File: config.mk
export PLATFORM = sky130hd
export DESIGN_NAME = mux_scan_flat
export DESIGN_NICKNAME = d
export VERILOG_FILES = /design/src/rtl/mux_scan_if.sv /design/src/rtl/mux_scan.sv /design/src/flat_wrapper.sv
export SDC_FILE = /design/constraint.sdc
export NUM_CORES = 1
export LEC_CHECK = 0
export BUFFER_PORTS_ARGS = -buffer_cell sky130_fd_sc_hd__buf_2
export CAP_MARGIN = 20
export CORE_UTILIZATION = 50
export DETAILED_ROUTE_END_ITERATION = 12
export PLACE_DENSITY = 0.79
export SYNTH_ARGS = -nofsm -noshare
export SYNTH_HDL_FRONTEND = slang
export SYNTH_SLANG_ARGS = --single-unit
File: constraint.sdc
create_clock -name clk -period 4 [get_ports clk]
set_input_delay 0.2 -clock clk [delete_from_list [all_inputs] [get_ports clk]]
set_output_delay 0.2 -clock clk [all_outputs]
set_load 0.01 [all_outputs]
File: src/rtl/mux_scan_if.sv
// Bus bundle for mux_scan: control/data inputs from the producer and the
// tagged, registered selection back to the consumer.
interface mux_scan_if #(
  parameter int WIDTH  = 4,
  parameter int CANAIS = 4,
  parameter int SEL_W  = 2
);
  logic                      habilita;
  logic                      modo;
  logic [SEL_W-1:0]          seletor;
  logic [CANAIS*WIDTH-1:0]   entradas;
  logic [WIDTH-1:0]          out;
  logic [SEL_W-1:0]          canal;
  logic                      valido;

  modport master (
    output habilita, modo, seletor, entradas,
    input  out, canal, valido
  );

  modport slave (
    input  habilita, modo, seletor, entradas,
    output out, canal, valido
  );
endinterface

File: src/rtl/mux_scan.sv
// Registered N-channel multiplexer with direct select and round-robin scan.
// Optional macro MUX_SEL_FILTER_EN adds a 2-sample selector filter in direct mode.
module mux_scan #(
  parameter int WIDTH    = 4,
  parameter int CANAIS   = 4,
  parameter int SEL_W    = 2,
  parameter int SCAN_DIV = 4
) (
  input  logic        clk,
  input  logic        rst,
  mux_scan_if.slave   bus
);

  localparam int DIV_W = (SCAN_DIV > 1) ? $clog2(SCAN_DIV) : 1;

  typedef enum logic [1:0] {OCIOSO, DIRETO, VARRE} state_t;

  state_t            state_reg;
  logic [SEL_W-1:0]  ptr_reg;
  logic [DIV_W-1:0]  div_reg;
  logic [WIDTH-1:0]  out_reg;
  logic [SEL_W-1:0]  canal_reg;
  logic              valido_reg;

  logic [WIDTH-1:0]  chan [CANAIS];
  logic [SEL_W-1:0]  dsel;
  logic [WIDTH-1:0]  dsel_data;
  logic              dsel_ok;
  logic [WIDTH-1:0]  scan_data;
  logic [SEL_W-1:0]  ptr_next;
  logic              div_last;

  genvar gi;
  generate
    for (gi = 0; gi < CANAIS; gi++) begin : g_chan
      assign chan[gi] = bus.entradas[gi*WIDTH +: WIDTH];
    end
  endgenerate

`ifdef MUX_SEL_FILTER_EN
  logic [SEL_W-1:0]  sel_acc_reg;
  logic [SEL_W-1:0]  sel_prev_reg;

  // Entry into DIRETO accepts the current selector at once; afterwards a
  // change must be seen on two consecutive enabled edges.
  always_comb begin
    dsel = sel_acc_reg;
    if (state_reg != DIRETO || bus.seletor == sel_prev_reg)
      dsel = bus.seletor;
  end
`else
  assign dsel = bus.seletor;
`endif

  // Explicit compare loop keeps out-of-range selectors from reading past the array.
  always_comb begin
    dsel_data = '0;
    dsel_ok   = 1'b0;
    scan_data = '0;
    for (int k = 0; k < CANAIS; k++) begin
      if (dsel == SEL_W'(k)) begin
        dsel_data = chan[k];
        dsel_ok   = 1'b1;
      end
      if (ptr_reg == SEL_W'(k))
        scan_data = chan[k];
    end
  end

  assign ptr_next = (ptr_reg == SEL_W'(CANAIS - 1)) ? '0 : ptr_reg + 1'b1;
  assign div_last = (div_reg == DIV_W'(SCAN_DIV - 1));

  always_ff @(posedge clk) begin
    if (rst) begin
      state_reg    <= OCIOSO;
      ptr_reg      <= '0;
      div_reg      <= '0;
      out_reg      <= '0;
      canal_reg    <= '0;
      valido_reg   <= 1'b0;
`ifdef MUX_SEL_FILTER_EN
      sel_acc_reg  <= '0;
      sel_prev_reg <= '0;
`endif
    end else if (!bus.habilita) begin
      // Pause: scan position is kept so VARRE can resume where it stopped.
      state_reg  <= OCIOSO;
      valido_reg <= 1'b0;
    end else if (!bus.modo) begin
      state_reg  <= DIRETO;
      out_reg    <= dsel_data;
      canal_reg  <= dsel;
      valido_reg <= dsel_ok;
      // Passing through DIRETO forces the next scan to restart at channel 0.
      if (state_reg != DIRETO) begin
        ptr_reg <= '0;
        div_reg <= '0;
      end
`ifdef MUX_SEL_FILTER_EN
      sel_acc_reg  <= dsel;
      sel_prev_reg <= bus.seletor;
`endif
    end else begin
      state_reg  <= VARRE;
      out_reg    <= scan_data;
      canal_reg  <= ptr_reg;
      valido_reg <= (div_reg == '0);
      if (div_last) begin
        div_reg <= '0;
        ptr_reg <= ptr_next;
      end else begin
        div_reg <= div_reg + 1'b1;
      end
    end
  end

  assign bus.out    = out_reg;
  assign bus.canal  = canal_reg;
  assign bus.valido = valido_reg;

endmodule
File: src/flat_wrapper.sv
// flat-port wrapper written by rule: the top's interface ports become plain ports
module mux_scan_flat 
#(
  parameter int WIDTH    = 4,
  parameter int CANAIS   = 4,
  parameter int SEL_W    = 2,
  parameter int SCAN_DIV = 4
)
  (clk, rst, bus_habilita, bus_modo, bus_seletor, bus_entradas, bus_out, bus_canal, bus_valido);
  mux_scan_if #(.WIDTH(WIDTH), .CANAIS(CANAIS), .SEL_W(SEL_W)) bus_i ();
  input  logic clk;
  input  logic rst;
  input wire logic [$bits(bus_i.habilita)-1:0] bus_habilita;
  input wire logic [$bits(bus_i.modo)-1:0] bus_modo;
  input wire logic [$bits(bus_i.seletor)-1:0] bus_seletor;
  input wire logic [$bits(bus_i.entradas)-1:0] bus_entradas;
  output wire logic [$bits(bus_i.out)-1:0] bus_out;
  output wire logic [$bits(bus_i.canal)-1:0] bus_canal;
  output wire logic [$bits(bus_i.valido)-1:0] bus_valido;
  assign bus_i.habilita = bus_habilita;
  assign bus_i.modo = bus_modo;
  assign bus_i.seletor = bus_seletor;
  assign bus_i.entradas = bus_entradas;
  assign bus_out = bus_i.out;
  assign bus_canal = bus_i.canal;
  assign bus_valido = bus_i.valido;
  mux_scan #(.WIDTH(WIDTH), .CANAIS(CANAIS), .SEL_W(SEL_W), .SCAN_DIV(SCAN_DIV)) u_core (.clk(clk), .rst(rst), .bus(bus_i));
endmodule
Word level (Yosys, flattened, before mapping)
Cells that the tools add are included.

storage, ports and cells
  word-level logic and storage cells = 47
  register bits = 13
  input port bits = 22
  output and inout bits = 7

cells by class
  reductions and logical operators = 7
  add/subtract/negate cells = 2
  equal/unequal tests = 9
  muxes and demuxes = 22
  bitwise logic cells = 1

operators with widths
  operator                                             number
  2-to-1 mux 4 bit                                     9
  2-to-1 mux 2 bit                                     8
  equality test 2 bit, second input constant           5
  logical NOT 2 bit                                    3
  2-to-1 mux 1 bit                                     5
  adder 2 x 1 -> 2 bit, second input constant          2
  equality test 2 x 1 -> 1 bit, second input constant  2
  != test 2 x 1 -> 1 bit, second input constant        2
  AND reduction 3 bit                                  1
  AND reduction 2 bit                                  1
  nonzero test 2 bit                                   1
  OR reduction 2 bit                                   1
  inverter 1 bit                                       1

Depth between registers and ports, before layout
Gate-level depths: netlist of run 1.

  depth in word-level cells = 6
  depth in mapped cells = 6

Worst setup path after synthesis of run 1
OpenSTA, ideal clock, no wires.

  path type = register to register
  start = register u_core.ptr_reg[0]
  end = register u_core.out_reg[1], in the netlist u_core.bus.out[1]
  cell stages (with the launch flop) = 7
  buffers on the path = 0
  path slack = 2.474 ns
  clock period less this slack = 1.526 ns
  library setup time = 0.128 ns
  arrival = 1.397 ns
  cell sequence = dfxtp_1 inv_1 ha_1 nor2b_2 a221o_1 a221oi_2 a211oi_2

between the ends
  word-level cells in the longest chain between the ends = 6
  elaborated cells on any way between the ends = 9
  those cells by class = 3 x eq/ne; 5 x mux; 1 x reduce/logical

RTL lines
  item                           RTL line         RTL
  start: declaration             mux_scan.sv:19   logic [SEL_W-1:0] ptr_reg;
  start signal: assignment       mux_scan.sv:110  ptr_reg <= ptr_next;
  logical NOT 2 bit              mux_scan.sv:65   if (ptr_reg == SEL_W'(k))
  2-to-1 mux 4 bit (3 in a row)  mux_scan.sv:65
  2-to-1 mux 4 bit (*)           mux_scan.sv:65
  2-to-1 mux 4 bit (*)           mux_scan.sv:89   end else if (!bus.modo) begin
  end signal: assignment         mux_scan.sv:91   out_reg <= dsel_data;
  end signal: assignment         mux_scan.sv:105  out_reg <= scan_data;
  end: declaration               mux_scan.sv:21   logic [WIDTH-1:0] out_reg;

Mark *: on every way between the ends. The rest lies on a longest branch, timed or not.
A chain may end at the register's enable or synchronous reset.

Final worst setup path of run 1
  start = register u_core.ptr_reg[0]
  end = register u_core.out_reg[0], in the netlist u_core.bus.out[0]

Same word-level chain as after synthesis.

==> reports/results.env, run 1 <==
SYNTH_CELLS=109
TRITONCTS.NUM_BUFFERS=3
SYNTHARSTFLOPSHARE=0
FIRST_PASS_ITERS=4
REG2REG_TO='u_core.bus.out[0]$_SDFFE_PP0P_'
GRT_ANTENNA_BEFORE_REPAIR=0
CATEGORY_OF_THE_CRITICAL_SETUP_TIMING_PATH='flop to flop'
YOSYS_SYNTHESIS_WARNING_COUNT=0
CORE_REGION_AREA_SQ_UM=1590
POSTSYNTH.TOPFLOPCELL='dfxtp_1'
WL_PER_CELL_UM=13.5
SLOWEST_STAGE='dfxtp_1'
P_SEQ_FRAC=0.496
STARTPOINT_TYPE='flop'
P_SW_FRAC=0.287
POST_DRT_VIA_CELL_RATIO=5.63
LAYOUT.CELLS.MOST_COMMON_LIST='buf_2 (28), dfxtp_1 (13), nand2_1 (11)'
SETUP_REPAIR_AFTER_GLOBAL_ROUTING_MISSED_ITS_MARGIN='false'
POST_SYNTH_NUM_CELL_TYPES=27
POWER.SHARE.CLOCK=0.296
DESIGN.DIE.AREA_SQ_UM=1970
SYN-CELL-AREA_SQ_UM=898
GRT_PASS1_VIAS=871
FINAL_ANTENNA_NET_COUNT=0
AREA_GROWTH_SYN_TO_LAYOUT_PCT=13.8
VIAS=890
POWER_SHARE_OF_THE_COMBINATIONAL_GROUP=0.209
HOLD_PATH_DEPTH=2
TOTALNEGATIVESETUPSLACK_NS=0
P_INT_W=0.000200
CTS_SETUP_BUFFERS=0
ANTENNA_CELLS=0
CTSROOTBUFFERMASTER='clkbuf_4'
POST-ROUTE-DRC-COUNT=0
END_KIND='flop'
WHS_ENDPOINT='u_core.state_reg[1]$_SDFF_PP0_'
GRT_START_MAX_NET_PINS=19
P_PER_AREA_nW_PER_UM2=275
CRIT_CHAIN='inv_1 -> ha_1 -> nor2b_2 -> a221o_1 -> a221oi_1 -> a211oi_1'
FINAL_LAYOUT_SIZE_SUFFIX_GT1_FRAC=0.269
OUTCOME='finished clean'
MAX_FANOUT_ON_CRITICAL_PATH=6
GRT_REMAINING_OVERFLOW=0
START_UTIL=0.564
CTS_CLOCK_PIN_SLEW_FOR_THE_WORST_SETUP_AND_HOLD_PATHS_NS=0.09
LAYOUT.CELL_AREA.NON_FILLER_SQ_UM=1020
STATIC-LEAKAGE-POWER_nW=0.479
FIRST_ITER_VIOLATIONS=19
CTS-HOLD-FIX-BUFFERS=0
FINALWIRELENGTH_UM=2130
MAX_FFS_PER_REGISTER=4
REG_TO_REG_CRITICAL_PATH_STARTPOINT='u_core.ptr_reg[0]$_SDFFE_PP0P_'
POST-ROUTE-PERIOD-UTIL=0.439
FINALHOLDVIOLCOUNT=0
POSTLAYOUTCOREUTIL=0.641
TOP_AREA_CELL_TYPE_SHARE_OF_THE_NETLIST_AREA=0.290
FLOORPLAN.DIE.HEIGHT_UM=44.4
CTS.PATH.MAX_BUFFERS=2
LAYOUTNONFILLERINSTCOUNT=158
TRITONCTS='built'
GRT_FIRST_PASS_WIRELENGTH_UM=3500
CRIT_START='u_core.ptr_reg[0]$_SDFFE_PP0P_'
PEAKVDDDROP_uV=223
DP_HPWL_UM=1600
CRITICAL_PATH.MAX_STAGE_DELAY_NS=0.46
SW_POWER_W=0.0000807
TIMING.REG2REG.SETUP_SLACK_NS=2.24
SYNTH_SEQ_CELLS=13
ROWS=14
WORST_HOLD_PATH_TYPE='input pin to flop'
MIN_PERIOD_NS=1.76
MAX_CAP_VIOLATIONS=0
AVERAGE_CELL_AREA_AFTER_SYNTHESIS_SQ_UM=8.24
DPL_CELL_AREA_SQ_UM=996
LATEST_CLOCK_ARRIVAL_WITHIN_THE_WORST_SKEW_PAIR_NS=0.28
SYN_NETS=137
R2R_CELLS=6
WORSTMARGINPINSLEW_NS=0.336
DESIGN.PORTCOUNT=29
DIE_X_UM=44.4
CRIT_REQUIRED_NS=4.15
MAX_CLOCK_FREQ_MHz=570
FINALHOLDWORSTSLACK_NS=0.231
POST-PLACE-CELLS=154
SYNTH-EDFF-COUNT=0
TIMING.HOLD.WORST.START='rst'
FINCLKSKEW_NS=0.0113
FINAL_COMMON_CELL='buf_2'
FINAL_MAX_SLEW_VIOL_COUNT=0
CTSHTREEMAXLEVEL=1
MAX_SLEW_MARGIN=0.775
SYNTH_TOP_AREA_CELL='dfxtp_1'
GRTUSAGETOTAL=0.242
WORST_EP_ARRIVAL_TIME_NS=1.91
SYNTH_SEQUENTIAL_AREA_RATIO=0.290
FINALSETUPVIOLATIONS=0
CTS_RESIZED=0
IO_BUFFERS=28
ROUTABILITY_CONGESTION=0.841
CTS.SINKS=13
FINISH.NET_COUNT=163
YS_TOP_CELLS_BY_AREA='dfxtp_1 (29%), ha_1 (8.4%), mux2i_1 (6.7%), a21oi_1 (5.0%), nand3_1 (5.0%)'
==> power groups by stage <==
stage / Combinational (W) / Sequential, W / Clock (W)
2_1_floorplan: 0.0000373 / 0.000144 / 0
3_3_place_gp: 0.0000579 / 0.000142 / 0
3_5_place_dp: 0.0000584 / 0.000142 / 0
4_1_cts: 0.0000587 / 0.000139 / 0.0000866
5_1_grt: 0.0000653 / 0.000140 / 0.0000907
6_report: 0.0000587 / 0.000139 / 0.0000831
==> worst max-delay path by stage <==
stage / end / slack (ns) / cells past startpoint
6_report: u_core.bus.out[0]$_SDFFE_PP0P_ / 2.24 / 6
5_1_grt: u_core.bus.out[3]$_SDFFE_PP0P_ / 2.15 / 6
4_1_cts: u_core.bus.out[0]$_SDFFE_PP0P_ / 2.27 / 6
3_5_place_dp: u_core.bus.out[0]$_SDFFE_PP0P_ / 2.31 / 6
3_3_place_gp: u_core.bus.out[3]$_SDFFE_PP0P_ / 2.37 / 6
2_1_floorplan: u_core.bus.out[1]$_SDFFE_PP0P_ / 2.47 / 6
==> through the flow <==
step	total power, W	worst slack (ns)
floorplan	0.000182	2.47
global placement	0.000200	2.37
detailed placement	0.000201	2.31
CTS	0.000285	2.27
global route	0.000296	2.15
finish	0.000281	2.24
==> final cells by class <==
type	count	area [sq um]
Tap cell	24	30.0
Multi-Input combinational cell	79	528
Sequential cell	13	260
Timing Repair Buffer	28	140
Inverter	10	37.5
Fill cell	140	572
Clock buffer	4	26.3
==> worst max-delay path: cells and delay by family, from the launching register on <==
kind,cells,cell delay (ns)
flip-flops,1,0.46
buffers and inverters,1,0.11
AND/OR/NAND/NOR,1,0.17
adder cells (fa/ha/maj),1,0.20
AO/OA/AOI/OAI,3,0.68
==> kinds of logic (layout without fill, tap and decap cells) <==
family                   Yosys count  after routing  share of synthesized area
AND/OR/NAND/NOR                   38             38                      0.203
AO/OA/AOI/OAI                     29             29                      0.234
buffers and inverters             17             42                      0.123
flip-flops                        13             13                      0.290
adder cells (fa/ha/maj)            6              6                     0.0836
multiplexers                       6              6                     0.0669
==> layer usage <==
metal / global-route usage / vias up / share of wire / wire length, um
met2: 0.444 / 21 / 0.52 / 1120
met3: 0.0408 / 4 / 0.043 / 92
met5: 0 / - / 0 / 0
met4: 0.121 / 0 / 0.011 / 23
li1: - / 442 / - / -
met1: 0.265 / 423 / 0.42 / 897
==> synth_stat cells, types with 2 or more instances <==
library cell	instances
a211oi_1	5
a21oi_1	9
a221o_1	4
a221oi_1	3
buf_4	2
clkbuf_8	3
dfxtp_1	13
ha_1	6
inv_1	9
mux2i_1	6
nand2_1	11
nand2b_1	3
nand3_1	9
nor2_1	10
o21ai_0	3
o21ai_1	2
No activity file was read; power rests on OpenSTA's default activity.
==> inputs of run 2 (changes only) <==
Settings changed: ABC_AREA set to 1, CORE_UTILIZATION 50 to 45, PLACE_DENSITY 0.79 to 0.74.
Clock period 4 ns to 1.5 ns, I/O delays scaled along.
==> run 2 against run 1 <==
Against the previous run: power increased to 2.8 times the previous value; synthesized cell count grew 30%; clock-buffer cell count unchanged; routed wire length is 1.5% lower; combinational power rose to 3.5 times the previous value; worst hold slack got worse by 0.22 ns; clock power grew to 2.6 times the previous value; sequential share of layout area down 1.4 points; core utilization is 9.0 points lower; non-clock buffer count stayed put; register-to-register slack worse by 2.1 ns; largest cell class unchanged; largest power group unchanged.
==> reports/results.env, run 2 <==
CRIT_REQUIRED_NS=1.72  # was 4.15 ns
WL_PER_CELL_UM=10.7  # was 13.5 um
MAX_CAP_VIOLATIONS=0  # unchanged
FIRST_PASS_ITERS=4  # unchanged
MAX_SLEW_MARGIN=0.799  # was 0.775
CRITICAL_PATH.N_BUFFERS_INVERTERS=2  # was 1
CTS_CLOCK_PIN_SLEW_FOR_THE_WORST_SETUP_AND_HOLD_PATHS_NS=0.08  # was 0.09 ns
FIRST_ITER_VIOLATIONS=17  # was 19
WORST_HOLD_PATH_TYPE='input pin to flop'  # unchanged
DESIGN.DIE.AREA_SQ_UM=2260  # was 1970 sq um
GRT_FIRST_PASS_WIRELENGTH_UM=3290  # was 3500 um
CORE_REGION_AREA_SQ_UM=1960  # was 1590 sq um
START_UTIL=0.475  # was 0.564
DPL_CELL_AREA_SQ_UM=1060  # was 996 sq um
SETUP_REPAIR_AFTER_GLOBAL_ROUTING_MISSED_ITS_MARGIN='false'  # unchanged
SYNTH_TOP_AREA_CELL='dfxtp_1'  # unchanged
ROUTABILITY_CONGESTION=0.815  # was 0.841
DP_HPWL_UM=1660  # was 1600 um
DESIGN.PORTCOUNT=29  # unchanged
POST_DRT_VIA_CELL_RATIO=4.98  # was 5.63
FINALHOLDVIOLCOUNT=0  # unchanged
TRITONCTS='built'  # unchanged
AVERAGE_CELL_AREA_AFTER_SYNTHESIS_SQ_UM=6.56  # was 8.24 sq um
HOLD_PATH_DEPTH=2  # unchanged
MIN_PERIOD_NS=1.35  # was 1.76 ns
SYNTH_SEQ_CELLS=13  # unchanged
VIAS=971  # was 890
LAYOUT.CELLS.MOST_COMMON_LIST='nand2_1 (28), buf_2 (28), a21oi_1 (20)'  # was buf_2 (28), dfxtp_1 (13), nand2_1 (11)
TIMING.CRITICAL_PATH.DEPTH=9  # was 6
CTS.SINKS=13  # unchanged
FLOORPLAN.DIE.HEIGHT_UM=47.5  # was 44.4 um
YS_TOP_CELLS_BY_COUNT='nand2_1 (28), a21oi_1 (20), nor2_1 (17)'  # was dfxtp_1 (13), nand2_1 (11), nor2_1 (10)
GRT_PASS1_VIAS=827  # was 871
CATEGORY_OF_THE_CRITICAL_SETUP_TIMING_PATH='flop to flop'  # unchanged
CRIT_TOP_CELL='nand2_1'
TOTALNEGATIVESETUPSLACK_NS=0  # unchanged
POSTSYNTH.TOPFLOPCELL='dfxtp_1'  # unchanged
STARTPOINT_TYPE='flop'  # unchanged
POST-ROUTE-DRC-COUNT=0  # unchanged
SYN-CELL-AREA_SQ_UM=932  # was 898 sq um
IO_BUFFERS=28  # unchanged
ROWS=16  # was 14
POST-SYNTH-TOP-COUNT-CELL='nand2_1'  # was dfxtp_1
CTS.PATH.MAX_BUFFERS=2  # unchanged
R2R_CELLS=9  # was 6
AREA_GROWTH_SYN_TO_LAYOUT_PCT=16.1  # was 13.8%
TRITONCTS.NUM_BUFFERS=3  # unchanged
MAX_CLOCK_FREQ_MHz=742  # was 570 MHz
CRITPATHTOPFAMILY='flip-flops'  # was compound AO/OA/AOI/OAI gates
GRTUSAGETOTAL=0.206  # was 0.242
GRT_START_MAX_NET_PINS=12  # was 19
YOSYS_SYNTHESIS_WARNING_COUNT=0  # unchanged
CRIT_CHAIN='inv_1 -> ha_1 -> inv_1 -> nand3_1 -> nand2_1 -> nand2_1 -> nand2_1 -> nand2_1 -> a21oi_1'  # was inv_1 -> ha_1 -> nor2b_2 -> a221o_1 -> a221oi_1 -> a211oi_1
GRT_ANTENNA_BEFORE_REPAIR=0  # unchanged
DETAILEDPLACE.WORSTSLACK_NS=0.144  # was 2.31 ns
SYNTHARSTFLOPSHARE=0  # unchanged
POST-ROUTE-PERIOD-UTIL=0.898  # was 0.439
FINISH.NET_COUNT=197  # was 163
USE_MET3=0.0604  # was 0.0408
STATIC-LEAKAGE-POWER_nW=0.556  # was 0.479 nW
FINAL.SETUP.WORST_SLACK_NS=0.153  # was 2.24 ns
FINALSETUPVIOLATIONS=0  # unchanged
FINAL_LAYOUT_SIZE_SUFFIX_GT1_FRAC=0.238  # was 0.269
YS_TOP_CELLS_BY_AREA='dfxtp_1 (28%), nand2_1 (11%), a21oi_1 (11%), ha_1 (8.1%), nand3_1 (7.5%)'  # was dfxtp_1 (29%), ha_1 (8.4%), mux2i_1 (6.7%), a21oi_1 (5.0%), nand3_1 (5.0%)
MAX_FANOUT_ON_CRITICAL_PATH=5  # was 6
GRT_USE_MET2=0.384  # was 0.444
END_KIND='flop'  # unchanged
TOP_AREA_CELL_TYPE_SHARE_OF_THE_NETLIST_AREA=0.279  # was 0.290
SYNTH_SEQUENTIAL_AREA_RATIO=0.279  # was 0.290
FINAL_MAX_SLEW_VIOL_COUNT=0  # unchanged
POSTLAYOUTCOREUTIL=0.552  # was 0.641
DIE_X_UM=47.5  # was 44.4 um
CTSHTREEMAXLEVEL=1  # unchanged
SYNTH-EDFF-COUNT=0  # unchanged
WORST_EP_ARRIVAL_TIME_NS=1.56  # was 1.91 ns
P_PER_AREA_nW_PER_UM2=736  # was 275 nW/um^2
CTS_SETUP_BUFFERS=0  # unchanged
WORSTMARGINPINSLEW_NS=0.301  # was 0.336 ns
FILLERINSTANCES=208  # was 140
CTS-HOLD-FIX-BUFFERS=0  # unchanged
TOP_USAGE_LAYER_GRT='met2'  # unchanged
SYN_NETS=170  # was 137
FINAL_ANTENNA_NET_COUNT=0  # unchanged
GRT_REMAINING_OVERFLOW=0  # unchanged
CTSROOTBUFFERMASTER='clkbuf_4'  # unchanged
LAYOUT.CELL_AREA.NON_FILLER_SQ_UM=1080  # was 1020 sq um
MET1_USAGE=0.234  # was 0.265
OUTCOME='finished clean'  # unchanged
SLOWEST_STAGE='dfxtp_1'  # unchanged
FINALWIRELENGTH_UM=2100  # was 2130 um
CRITICAL_PATH.MAX_STAGE_DELAY_NS=0.41  # was 0.46 ns
ANTENNA_CELLS=0  # unchanged
CTS_RESIZED=0  # unchanged
LATEST_CLOCK_ARRIVAL_WITHIN_THE_WORST_SKEW_PAIR_NS=0.28  # about the same
SYNTH_CELLS=142  # was 109
MAX_FFS_PER_REGISTER=4  # unchanged
TOTAL_POWER_W=0.000797  # was 0.000281 W
PEAKVDDDROP_uV=705  # was 223 uV
FINCLKSKEW_NS=0.00739  # was 0.0113 ns
POST_SYNTH_NUM_CELL_TYPES=23  # was 27
[run 2: area by class of cell]
type	count	area (sq um)	area share
Tap cell	27	33.8	0.0312
Clock buffer	4	26.3	0.0243
Inverter	18	70.1	0.0647
Sequential cell	13	260	0.240
Multi-Input combinational cell	105	552	0.510
Timing Repair Buffer	28	140	0.129
[run 2: per-layer routing]
layer / part of all wire / up-vias
met2: 0.52 / 21
met3: 0.041 / 2
li1: - / 512
met4: 0.0043 / 0
met5: 0 / -
met1: 0.44 / 436
[run 2: power by group]
group | switching, W | internal, W | leakage, nW
clock network | 0.000111 | 0.000103 | 0.0150
logic | 0.000123 | 0.0000815 | 0.434
registers | 0.0000122 | 0.000367 | 0.107
total | 0.000246 | 0.000551 | 0.556
[run 2: through the flow]
stage / hold WS [ns] / instances
after CTS: 0.00475 / 195
after global placement: 0.298 / 191
after global routing: 0.00464 / 195
after detailed placement: 0.300 / 191
after floorplan: 0.137 / 142
final: 0.0152 / 195
[run 2: worst paths after layout]
check / from / end / slack, ns
max: u_core.ptr_reg[1]$_SDFFE_PP0P_ / u_core.bus.out[1]$_SDFFE_PP0P_ / 0.15
min: rst / u_core.ptr_reg[1]$_SDFFE_PP0P_ / 0.02
max reg2reg: u_core.ptr_reg[1]$_SDFFE_PP0P_ / u_core.bus.out[1]$_SDFFE_PP0P_ / 0.15
min reg2reg: u_core.div_reg[1]$_SDFFE_PP0P_ / u_core.div_reg[1]$_SDFFE_PP0P_ / 0.48
[run 2: kinds of logic (layout without fill, tap and decap cells)]
logic type	count (synthesis)	in the layout	synth area share
AND/OR/NAND/NOR	66	66	0.326
AO/OA/AOI/OAI	32	32	0.176
buffers and inverters	24	50	0.129
flip-flops	13	13	0.279
adder cells (fa/ha/maj)	6	6	0.0805
XOR/XNOR	1	1	0.00940
